--- src/rtl/lsu_pkg.sv ---
// Shared definitions for the load/store unit:
// funct3 sizes, response error codes and FSM states.
package lsu_pkg;

    localparam logic [2:0] F3_B  = 3'b000;
    localparam logic [2:0] F3_H  = 3'b001;
    localparam logic [2:0] F3_W  = 3'b010;
    localparam logic [2:0] F3_D  = 3'b011;
    localparam logic [2:0] F3_BU = 3'b100;
    localparam logic [2:0] F3_HU = 3'b101;
    localparam logic [2:0] F3_WU = 3'b110;

    localparam logic [1:0] LSU_OK       = 2'b00;
    localparam logic [1:0] LSU_MISALIGN = 2'b01;
    localparam logic [1:0] LSU_FAULT    = 2'b10;
    localparam logic [1:0] LSU_ILLEGAL  = 2'b11;

    typedef enum logic [1:0] {
        S_IDLE,
        S_BUS_REQ,
        S_BUS_WAIT,
        S_RESP
    } lsu_state_e;

endpackage

--- src/rtl/lsu_align.sv ---
// Byte-lane alignment: store shift/mask, load extract and
// extend, plus size legality and alignment checks.
module lsu_align
    import lsu_pkg::*;
#(
    parameter int XLEN = 32
) (
    input  logic [2:0]        funct3,
    input  logic [2:0]        addr_lo,
    input  logic [XLEN-1:0]   wdata,
    input  logic [XLEN-1:0]   rdata,
    output logic [XLEN-1:0]   wdata_shifted,
    output logic [XLEN/8-1:0] wmask,
    output logic [XLEN-1:0]   rdata_ext,
    output logic              misaligned,
    output logic              illegal
);

    localparam int NB = XLEN / 8;
    localparam int LW = $clog2(NB);

    logic [LW-1:0]   lane;
    logic [7:0]      mbase;
    logic [XLEN-1:0] wtrunc;
    logic [XLEN-1:0] rsh;

    assign lane = addr_lo[LW-1:0];

    // size checks, store truncation/shift and mask
    always_comb begin
        illegal = (funct3 == 3'b111) ||
                  (XLEN == 32 && (funct3 == F3_D || funct3 == F3_WU));
        misaligned = 1'b0;
        mbase = 8'h00;
        wtrunc = '0;
        unique case (funct3[1:0])
            2'b00: begin
                mbase = 8'h01;
                wtrunc = XLEN'(wdata[7:0]);
            end
            2'b01: begin
                misaligned = addr_lo[0];
                mbase = 8'h03;
                wtrunc = XLEN'(wdata[15:0]);
            end
            2'b10: begin
                misaligned = |addr_lo[1:0];
                mbase = 8'h0F;
                wtrunc = XLEN'(wdata[31:0]);
            end
            default: begin
                misaligned = |addr_lo;
                mbase = 8'hFF;
                wtrunc = wdata;
            end
        endcase
        wmask = NB'(mbase) << lane;
        wdata_shifted = wtrunc << {lane, 3'b000};
    end

    // load lane extraction and sign/zero extension
    always_comb begin
        rsh = rdata >> {lane, 3'b000};
        unique case (funct3)
            F3_B:    rdata_ext = XLEN'($signed(rsh[7:0]));
            F3_H:    rdata_ext = XLEN'($signed(rsh[15:0]));
            F3_W:    rdata_ext = XLEN'($signed(rsh[31:0]));
            F3_BU:   rdata_ext = XLEN'(rsh[7:0]);
            F3_HU:   rdata_ext = XLEN'(rsh[15:0]);
            F3_WU:   rdata_ext = XLEN'(rsh[31:0]);
            default: rdata_ext = rsh;
        endcase
    end

endmodule

--- src/rtl/lsu_pipe.sv ---
// Multi-cycle load/store unit: execute-side handshake in,
// valid/ready memory bus, writeback handshake out.
module lsu_pipe
    import lsu_pkg::*;
#(
    parameter int XLEN    = 32,
    parameter int ADDR_W  = 32,
    parameter int TIMEOUT = 255
) (
    input  logic              clk,
    input  logic              reset,
    input  logic              req_valid,
    output logic              req_ready,
    input  logic              req_we,
    input  logic [2:0]        req_funct3,
    input  logic [ADDR_W-1:0] req_addr,
    input  logic [XLEN-1:0]   req_wdata,
    input  logic [4:0]        req_rd,
    output logic              resp_valid,
    input  logic              resp_ready,
    output logic [XLEN-1:0]   resp_rdata,
    output logic [4:0]        resp_rd,
    output logic              resp_we,
    output logic [1:0]        resp_err,
    output logic              bus_req_valid,
    input  logic              bus_req_ready,
    output logic              bus_we,
    output logic [ADDR_W-1:0] bus_addr,
    output logic [XLEN-1:0]   bus_wdata,
    output logic [XLEN/8-1:0] bus_wmask,
    input  logic              bus_rsp_valid,
    input  logic [XLEN-1:0]   bus_rsp_rdata,
    input  logic              bus_rsp_err
);

    localparam int NB = XLEN / 8;
    localparam int CW = (TIMEOUT > 1) ? $clog2(TIMEOUT + 1) : 1;

    lsu_state_e state, state_n;

    logic [2:0]      q_funct3;
    logic [2:0]      q_addr_lo;
    logic            q_we;
    logic [4:0]      q_rd;
    logic [CW-1:0]   cnt;

    logic            take, finish;
    logic [1:0]      err_n;
    logic [XLEN-1:0] rdata_n;

    logic [2:0]      a_funct3, a_addr_lo;
    logic [XLEN-1:0] a_wdata, a_rdata;
    logic [NB-1:0]   a_wmask;
    logic            a_mis, a_ill;

    // checks use the live request in IDLE, latched fields after
    assign a_funct3  = (state == S_IDLE) ? req_funct3 : q_funct3;
    assign a_addr_lo = (state == S_IDLE) ? req_addr[2:0] : q_addr_lo;

    lsu_align #(.XLEN(XLEN)) u_align (
        .funct3        (a_funct3),
        .addr_lo       (a_addr_lo),
        .wdata         (req_wdata),
        .rdata         (bus_rsp_rdata),
        .wdata_shifted (a_wdata),
        .wmask         (a_wmask),
        .rdata_ext     (a_rdata),
        .misaligned    (a_mis),
        .illegal       (a_ill)
    );

    // next state and per-cycle control decisions
    always_comb begin
        state_n = state;
        take = 1'b0;
        finish = 1'b0;
        err_n = LSU_OK;
        rdata_n = '0;
        unique case (state)
            S_IDLE: begin
                if (req_valid && req_ready) begin
                    take = 1'b1;
                    if (a_ill) begin
                        state_n = S_RESP;
                        finish = 1'b1;
                        err_n = LSU_ILLEGAL;
                    end else if (a_mis) begin
                        state_n = S_RESP;
                        finish = 1'b1;
                        err_n = LSU_MISALIGN;
                    end else begin
                        state_n = S_BUS_REQ;
                    end
                end
            end
            S_BUS_REQ: begin
                if (bus_req_ready) state_n = S_BUS_WAIT;
            end
            S_BUS_WAIT: begin
                if (bus_rsp_valid) begin
                    state_n = S_RESP;
                    finish = 1'b1;
                    err_n = bus_rsp_err ? LSU_FAULT : LSU_OK;
                    if (!q_we && !bus_rsp_err) rdata_n = a_rdata;
                end else if (TIMEOUT != 0 &&
                             cnt == CW'(TIMEOUT - 1)) begin
                    state_n = S_RESP;
                    finish = 1'b1;
                    err_n = LSU_FAULT;
                end
            end
            default: begin
                if (resp_ready) state_n = S_IDLE;
            end
        endcase
    end

    // FSM state register
    always_ff @(posedge clk or negedge reset) begin
        if (!reset) state <= S_IDLE;
        else        state <= state_n;
    end

    // registered outputs, latched request fields and timeout counter
    always_ff @(posedge clk or negedge reset) begin
        if (!reset) begin
            req_ready     <= 1'b1;
            bus_req_valid <= 1'b0;
            resp_valid    <= 1'b0;
            bus_we        <= 1'b0;
            bus_addr      <= '0;
            bus_wdata     <= '0;
            bus_wmask     <= '0;
            resp_rdata    <= '0;
            resp_rd       <= '0;
            resp_we       <= 1'b0;
            resp_err      <= LSU_OK;
            q_funct3      <= '0;
            q_addr_lo     <= '0;
            q_we          <= 1'b0;
            q_rd          <= '0;
            cnt           <= '0;
        end else begin
            req_ready     <= (state_n == S_IDLE);
            bus_req_valid <= (state_n == S_BUS_REQ);
            resp_valid    <= (state_n == S_RESP);
            cnt <= (state == S_BUS_WAIT) ? cnt + 1'b1 : '0;
            if (take) begin
                q_funct3  <= req_funct3;
                q_addr_lo <= req_addr[2:0];
                q_we      <= req_we;
                q_rd      <= req_rd;
                bus_we    <= req_we;
                bus_addr  <= req_addr & ~ADDR_W'(NB - 1);
                bus_wdata <= req_we ? a_wdata : '0;
                bus_wmask <= req_we ? a_wmask : '0;
            end
            if (finish) begin
                resp_err   <= err_n;
                resp_rdata <= rdata_n;
                resp_rd    <= take ? req_rd : q_rd;
                resp_we    <= take ? req_we : q_we;
            end
        end
    end

endmodule

--- config.mk ---
export PLATFORM = sky130hd
export DESIGN_NAME = lsu_pipe
export DESIGN_NICKNAME = d
export VERILOG_FILES = /design/src/rtl/lsu_pkg.sv /design/src/rtl/lsu_align.sv /design/src/rtl/lsu_pipe.sv
export SDC_FILE = /design/constraint.sdc
export NUM_CORES = 1
export LEC_CHECK = 0
export CAP_MARGIN = 20
export CORE_MARGIN = 2
export CORE_UTILIZATION = 42
export CTS_CLUSTER_DIAMETER = 120
export DETAILED_ROUTE_END_ITERATION = 16
export GPL_TIMING_DRIVEN = 1
export PLACE_DENSITY = 0.78
export SLEW_MARGIN = 30
export SYNTH_ARGS = -nofsm -noshare
export SYNTH_HDL_FRONTEND = slang
export SYNTH_HIERARCHICAL = 1
export SYNTH_SLANG_ARGS = --single-unit
--- constraint.sdc ---
create_clock -name clk -period 2.9 [get_ports clk]
set_input_delay 0.87 -clock clk [delete_from_list [all_inputs] [get_ports clk]]
set_output_delay 0.87 -clock clk [all_outputs]
set_load 0.005 [all_outputs]
==> key figures <==
Clock network
  – PostCTS Resize Cnt: 0
  – Root buffer cell: clkbuf_16
  – Postcts setup bufs: 0
  – CTS Hold Bufs: 0
  – CTS Buf Count: 17
  – CTS H-tree depth: 4
  – Clock tree buffer depth: 2
  – Clock sinks: 131
  – CTS tree: done
  – Reg clk slew, reported paths: 60 ps
  – Clk_lat worst skew: 420 ps

Global route
  – Global-route wire length before repair: 30600 um
  – Antenna violations before repair: 0
  – Gr ovfl total: 0
  – Gr usage total: 23.6%
  – Vias in the first global route: 5910
  – Largest net degree at the start of global routing: 54

Detailed routing
  – DR vias: 6112
  – Wirelength, routed: 19400 um
  – DR DRC count: 0
  – DR iter-0 viols: 386
  – Vias per inst: 5.26
  – Detail Route Antenna Nets: 0
  – Wire length per cell: roughly 17 um
  – First-pass DRT Iterations: 5

Synthesis
  – Cell Area, Synth: around 6600 um^2
  – Synth Instances: 720
  – Post-synthesis compound-gate area fraction: between 10 and 15%
  – Seq cells post-synth: around 130
  – Avg Inst Size Synth: 9.13 um^2
  – Synth Area in Adders: 0.381%
  – Simple-gate share of the synthesized area: 22.8%
  – Post-synth cell types: 48
  – Combinational family with the most area after synthesis: simple AND/OR/NAND/NOR gates
  – Post-synthesis sequential area ratio: 49.9%
  – Post-synth EDFFs: 0
  – Predominant post-synthesis flop cell: dfrtp_1
  – Synth warnings: 6
  – Xor-xnor portion of the synthesized cell area: less than 1%
  – Mux share of post-synthesis cell area: 6.44%
  – Fraction of registers with async set or reset after synthesis: 100%

Setup path
  – Delay-heaviest family, CP: buffers and inverters
  – Crit end category: register
  – Worst R2R Path Depth: 8
  – Critical Path Max Stage Delay: 440 ps
  – Worst Path Max Fanout: 15
  – Critical-path cell list: clkdlybuf4s50_1, mux2_2, buf_4, or2_2, a21oi_4, a31oi_1, a22o_1
  – Reg-to-reg slack, setup: 550 ps
  – FF-to-FF Start: state[1]$_DFF_PN0_
  – CP required: 3200 ps
  – Crit path buffers/inverters: 2
  – CP arrival: 2840 ps
  – Worst setup SP type: primary input
  – RR Endpoint: resp_rdata[8]$_DFFE_PN0P_
  – Crit-path slowest cell: or2_2
  – Crit path kind: primary input to register

STA
  – Final hold vios: 0
  – Hold WS: 332 ps
  – F_max: a little under 400 MHz
  – Unrepaired setup endpoints after global routing: no
  – Endpoints failing setup: 0
  – Fin worst setup slack: 359 ps
  – Slew HR: 63.7%
  – Final TNS setup: 0 ps
  – Least-Margin Pin Slew: about 540 ps
  – Period minus WS final: 2540 ps
  – Worst Skew: around 5.4 ps
  – Max Slew Vio Count: 0
  – Crit share post-route: 87.6%

Layout
  – Layout Utilization: 63.6%
  – Post-Layout Cell Count: 1161
  – Reg area: between 3000 and 4000 um^2
  – Area of the multi-input gates: 2990 um^2
  – Final #Nets: 1052
  – Area delta synth->final: 47.8%
  – Cell area after layout: 9710 um^2
  – # fillers: 1260
  – Layout cells sized above 1: between 10% and 20%
  – ANT cells: 0

Floorplanning
  – Cell Rows: 45
  – IO Count: 224
  – Initial core utilization: between 40 and 50%
  – Total core area: approximately 15000 um^2
  – DIE AREA: 16700 um^2
  – Die Wd: 129 um
  – Die H: 129 um

Placed design
  – Cells after DPL: 1130
  – Port Buffers: 221
  – Pre-CTS WS: -30.5 ps
  – Area after DPL: 9080 um^2
  – Detailed placer's ending HPWL: 13600 um
  – Final RePlAce weighted congestion: 0.887

Outcome
  – Status: finished, final reports clean

Power and ir drop
  – VDD IR-drop max: 0.459 mV
  – Power Total: 10.5 mW
  – Leakage: 4.43 nW
  – Pwr/cell area: 1080 nW/um^2

Min path
  – Class of the worst hold path: primary input to async pin

Flow run
  – Max cap viols: 0
layout make-up:
type                    instances  area share, %
clock buffers                  19           4.56
clock inverters                12           1.87
inverters                       4          0.155
multi-input cells             526           30.7
flip-flops and latches        131           33.8
well taps                     211           2.72
repair buffers                258           26.2
worst max path at each step:
stage	depth (start not counted)	slack, ps	end	from
finish	7	360	resp_rdata[8]$_DFFE_PN0P_	req_funct3[1]
global route	9	220	resp_rd[0]$_DFFE_PN0P_	req_addr[1]
CTS	7	380	resp_rdata[8]$_DFFE_PN0P_	req_addr[0]
detailed placement	7	-30	resp_rdata[15]$_DFFE_PN0P_	req_addr[0]
global placement	7	-9	resp_rdata[8]$_DFFE_PN0P_	req_addr[0]
floorplan	13	30	resp_rd[0]$_DFFE_PN0P_	state[1]$_DFF_PN0_
flip-flops by register name, summed over array words and instances, names as in the netlist:
name and flops:
bus_addr 30, bus_req_valid 1, bus_wdata 32, bus_we 1, bus_wmask 4, cnt 8, q_addr_lo 2, q_funct3 3
q_rd 5, q_we 1, req_ready 1, resp_err 2, resp_rd 5, resp_rdata 32, resp_valid 1, resp_we 1
state 2
Yosys cell counts (all sizes together) (13+ instances only):
cell type | instances | area share, %
a21oi | 17 | 1.5
nor2 | 21 | 1.2
nand2 | 232 | 13
dfrtp | 130 | 50
buf | 43 | 4.0
o21ai | 37 | 2.8
nand3 | 40 | 3.0
nor2b | 22 | 2.1
mux2i | 25 | 3.8
a22o | 33 | 4.4
mux2 | 13 | 2.3
clkbuf | 17 | 0.97
report_power, final:
part	leakage, nW	switching, mW	internal (mW)
clock	0.303	0.819	1.46
sequential	1.73	0.432	2.57
combinational	2.39	2.48	2.72
kinds of logic (layout without fill, tap and decap cells):
logic type / after synthesis / after routing
and+or+nand+nor: 344 / 344
AOI/OAI and AO/OA: 133 / 133
DFF: 131 / 131
buffers and inverters: 64 / 293
muxes: 39 / 39
xor gates and xnor gates: 6 / 6
adders and majority gates: 2 / 2
other: 1 / 2
cell usage in the layout (no fill, tap or decap), drive strengths merged, types with 8 or more instances in the layout:
cell type	n
nand2	232
clkdlybuf4s50	220
dfrtp	130
nand3	40
buf	38
o21ai	37
a22o	33
mux2i	25
nor2b	22
nor2	21
clkbuf	19
a21oi	17
mux2	13
or2	8
o22ai	8
o2bb2ai	8
and2	8
a32oi	8
metal layers:
layer	vias to the layer above	wire length, um	track usage (%)
met2	268	9140	38.0
li1	2876	-	-
met4	0	392	8.25
met1	2934	8310	30.7
met3	34	1600	6.61
met5	-	0	0
Power figures use the tool's default switching activity.
==> RTL edit 1 (config.mk and constraints unchanged) <==
Make the reset (`reset`) synchronous in 2 clocked blocks.
--- a/src/rtl/lsu_pipe.sv
+++ b/src/rtl/lsu_pipe.sv
@@ -116,13 +116,13 @@
     end
 
     // FSM state register
-    always_ff @(posedge clk or negedge reset) begin
+    always_ff @(posedge clk) begin
         if (!reset) state <= S_IDLE;
         else        state <= state_n;
     end
 
     // registered outputs, latched request fields and timeout counter
-    always_ff @(posedge clk or negedge reset) begin
+    always_ff @(posedge clk) begin
         if (!reset) begin
             req_ready     <= 1'b1;
             bus_req_valid <= 1'b0;
Behaviour: differs if reset is asserted again (counterexample within 4 cycles, from zero or initial values and one cycle with reset low); with reset held inactive, the same outputs for 4 cycles.
==> RTL edit 1 against the original RTL <==
- power is 32% lower
- area after synthesis fell by 4.0%
- setup slack got worse by 0.066 ns
- final area decreased by 3.3%
- clock skew up 0.0049 ns
- wire length hardly changed
- sequential cell count did not move
- sequential share of layout area is 5.8 points lower
- critical path type is now reg -> reg
- critical endpoint is now bus_wdata[17]
- largest power group unchanged
==> RTL edit 1: results (changes against the original RTL) <==
largest net degree at the start of global routing 79 (+46%); met1 Track Usage GR 0.318 (+0.0115); final hold slack 0.446 ns (+0.114 ns); fraction of layout cells with a size suffix above 1 0.103 (+0.000405); met3 Usage GRT 0.0666 (+0.000577); Seq/Total Area, Yosys 0.416 (-0.0833); total routed wirelength 19.4 mm (about the same); Seq area share 0.279 (-0.0584); post-synthesis mux area share 0.0670 (+0.00268); Clk network pwr share 0.277 (+0.059); VDD IR-drop max 0.512 mV (+11%); ClkCell Share 0.0581 (-0.00619); multi-input gates 532 (+1.1%); reg-to-reg critical path startpoint state[1]; min-delay worst type reg -> reg; fmax 384 MHz (-2.5%); top post-synthesis cells by area dfxtp_1, a21boi_1, nand2_1, a22o_1, mux2i_1; number of sequential cells 131 (unchanged); R2R setup slack 0.29 ns (-0.26 ns); Synth Flop Type dfxtp_1; ys async rst share 0 (-1.00); Compound-Gate Fraction of Synth Area 0.250 (+0.106); row cnt 44 (-2.2%); combinational share of power 0.423 (-0.073); Worst Path Max Fanout 33 (+18); Fin Clk Skew 0.0103 ns (+0.00489 ns); Initial DRC Count 533 (+38%); status finished, final reports clean; synthesized instance count 732 (+1.7%); reg2reg end bus_wdata[17]; Netlist cell types 56 (+17%); Post-DP HPWL 13.8 mm (+1.6%)
-- RTL edit 1: changes by cell type after synthesis, moves of 4 or more --
| cell | before | now |
|---|---|---|
| dfxtp_1 | 0 | 131 |
| dfrtp_1 | 130 | 0 |
| a21boi_1 | 0 | 78 |
| nand2_1 | 232 | 154 |
| clkbuf_1 | 17 | 27 |
| nor2_1 | 21 | 14 |
| and2_1 | 8 | 14 |
| buf_1 | 5 | 1 |
| buf_2 | 23 | 27 |
-- RTL edit 1: per-layer routing --
metal | share of wire | routed length [um]
met5 | 0 | 0
met4 | 0.020 | 392
met3 | 0.071 | 1370
met2 | 0.46 | 8960
met1 | 0.45 | 8700
-- RTL edit 1: how the worst max path moves through the flow --
stage | from | end | cells after the start
4_1_cts | state[1] | resp_rd[1] | 8
3_5_place_dp | req_addr[0] | resp_rd[1] | 8
5_1_grt | state[1] | bus_wdata[17] | 11
3_3_place_gp | req_addr[0] | resp_rd[1] | 8
6_report | state[1] | bus_wdata[17] | 11
2_1_floorplan | req_addr[0] | resp_rd[0] | 10
==> RTL edit 2 (config.mk and constraints unchanged) <==
Made on the original files. The parameter `TIMEOUT` goes from 255 to 510.
--- a/src/rtl/lsu_pipe.sv
+++ b/src/rtl/lsu_pipe.sv
@@ -5,7 +5,7 @@
 #(
     parameter int XLEN    = 32,
     parameter int ADDR_W  = 32,
-    parameter int TIMEOUT = 255
+    parameter int TIMEOUT = 510
 ) (
     input  logic              clk,
     input  logic              reset,
Function: no difference found for any inputs over 4 cycles, from zero or initial values and one cycle with reset low; that may be too few to reach the edited logic, so the function may still have changed.
==> RTL edit 2 against the original RTL <==
- clock skew increased by 0.0037 ns
- final area increased by 0.64%
- hold slack improved by 0.084 ns
- setup slack got worse by 0.058 ns
- first-iteration DRC count increased by 4.1%
- clock power decreased by 4%
- register-to-register slack got worse by 0.21 ns
- power decreased by 1.1%
- area after synthesis increased by 0.53%
- wire length decreased by 0.19%
- sequential cell count increased by 1
- count of clock-buffer cells in the layout unchanged
- critical path type unchanged
==> RTL edit 2: results (changes against the original RTL) <==
Post-synth top cells nand2_1, dfrtp_1, nand3_1; Layout Nets 1,052 (unchanged); CP startpoint req_addr[1]; fraction of layout cells with a size suffix above 1 0.0999 (-0.00221); reg-to-reg critical path startpoint state[0]; CTS root buf clkbuf_16; antenna cells 0 (unchanged); Post-DP HPWL 13.6 mm (-0.55%); Setup WS pre-CTS -0.0949 ns (-0.0644 ns); DRT Pass-1 Iters 7 (+2); gr usage total 0.231 (-0.00498); YS warnings 6 (unchanged); top post-synthesis cells by area dfrtp_1, nand2_1, a22o_1, mux2i_1, nand3_1; VDD IR-drop max 0.598 mV (+30%); vias after detailed routing 6,018 (-1.5%); Initial DRC Count 402 (+4.1%); R2R setup slack 0.34 ns (-0.21 ns); largest net degree at the start of global routing 67 (+24%); status finished, final reports clean; first-pass GRT wire length 30.4 mm (-0.70%); filler cell count 1,274 (+1.1%); placer congestion estimate 0.837 (-5.5%); vias in the first global route 5,815 (-1.6%); Crit-path slowest cell clkdlybuf4s50_1; worst-margin pin slew 0.837 ns (+0.293 ns); crit-path max cell delay 0.42 ns (-0.02 ns); top cell family by delay on the critical path multiplexers; cts repair resizes 0 (unchanged); Leakage Power 4.44 nW (+0.26%); Seq/Total Area, Yosys 0.500 (+0.00114); DR WL/cell 16.7 um (-0.28%); biggest regs bus_wdata: 32 flops, resp_rdata: 32 flops, bus_addr: 30 flops; final hold slack 0.416 ns (+0.0839 ns); critical path arrival 2.89 ns (+0.05 ns); Netlist cell types 53 (+10%); Final Critical Period 2.60 ns (+0.0576 ns); Fin Clk Skew 0.00913 ns (+0.00369 ns); switching part of the total 0.361 (+0.00475)
## RTL edit 2: logic make-up after synthesis
kind of cell             after synthesis  share of synthesized area
buffers and inverters                 63                     0.0500
adder cells (fa/ha/maj)                2                    0.00379
AND/OR/NAND/NOR                      345                      0.227
AO/OA/AOI/OAI                        135                      0.146
flip-flops                           132                      0.500
XOR/XNOR                               6                    0.00795
other                                  1                   0.000568
multiplexers                          39                     0.0640
## RTL edit 2: final timing paths
path,depth (start not counted),endpoint
worst max-delay path,8,resp_rd[0]
worst min-delay path,1,resp_rdata[21]
worst max register to register,9,resp_rd[0]
worst min register to register,2,q_rd[4]
max in group asynchronous,2,bus_addr[21]
min in group clk,2,q_rd[4]
## RTL edit 2: power by group through the flow
stage               registers [mW]  logic [mW]  clock network (mW)
floorplan                     2.97        2.81                   0
global placement              2.98        5.12                   0
detailed placement            2.99        5.21                   0
CTS                           2.98        5.24                2.21
global route                  3.06        5.70                2.30
finish                        2.97        5.21                2.18
## RTL edit 2: worst reg2reg max path, delay by kind of cell, from the launching register on
kind | cells | cell delay (ns)
AOI/OAI and AO/OA | 3 | 0.59
muxes | 2 | 0.76
buffers and inverters | 1 | 0.17
DFF | 1 | 0.48
and+or+nand+nor | 3 | 0.44
## RTL edit 2: metrics by stage
stage	util	std cells	instance area (um^2)	power, mW	TNS, ns
6_report	0.640	1162	9770	10.4	0
2_1_floorplan	-	724	6610	5.78	0
4_1_cts	0.640	1162	9770	10.4	0
3_3_place_gp	0.601	1130	9170	8.10	-3.96
3_5_place_dp	0.601	1130	9170	8.20	-2.83
5_1_grt	0.640	1162	9770	11.1	0
## RTL edit 2: area by class of cell
cell class / count / area share
Clock inverter: 13 / 0.0161
Multi-Input combinational cell: 529 / 0.309
Tap cell: 211 / 0.0270
Sequential cell: 132 / 0.338
Clock buffer: 19 / 0.0453
Timing Repair Buffer: 255 / 0.263
Inverter: 3 / 0.00115
## RTL edit 2: layer usage
metal	track usage	routed length, um
met2	0.369	9220
met5	0	0
met4	0.0702	265
met3	0.0500	1390
met1	0.317	8530
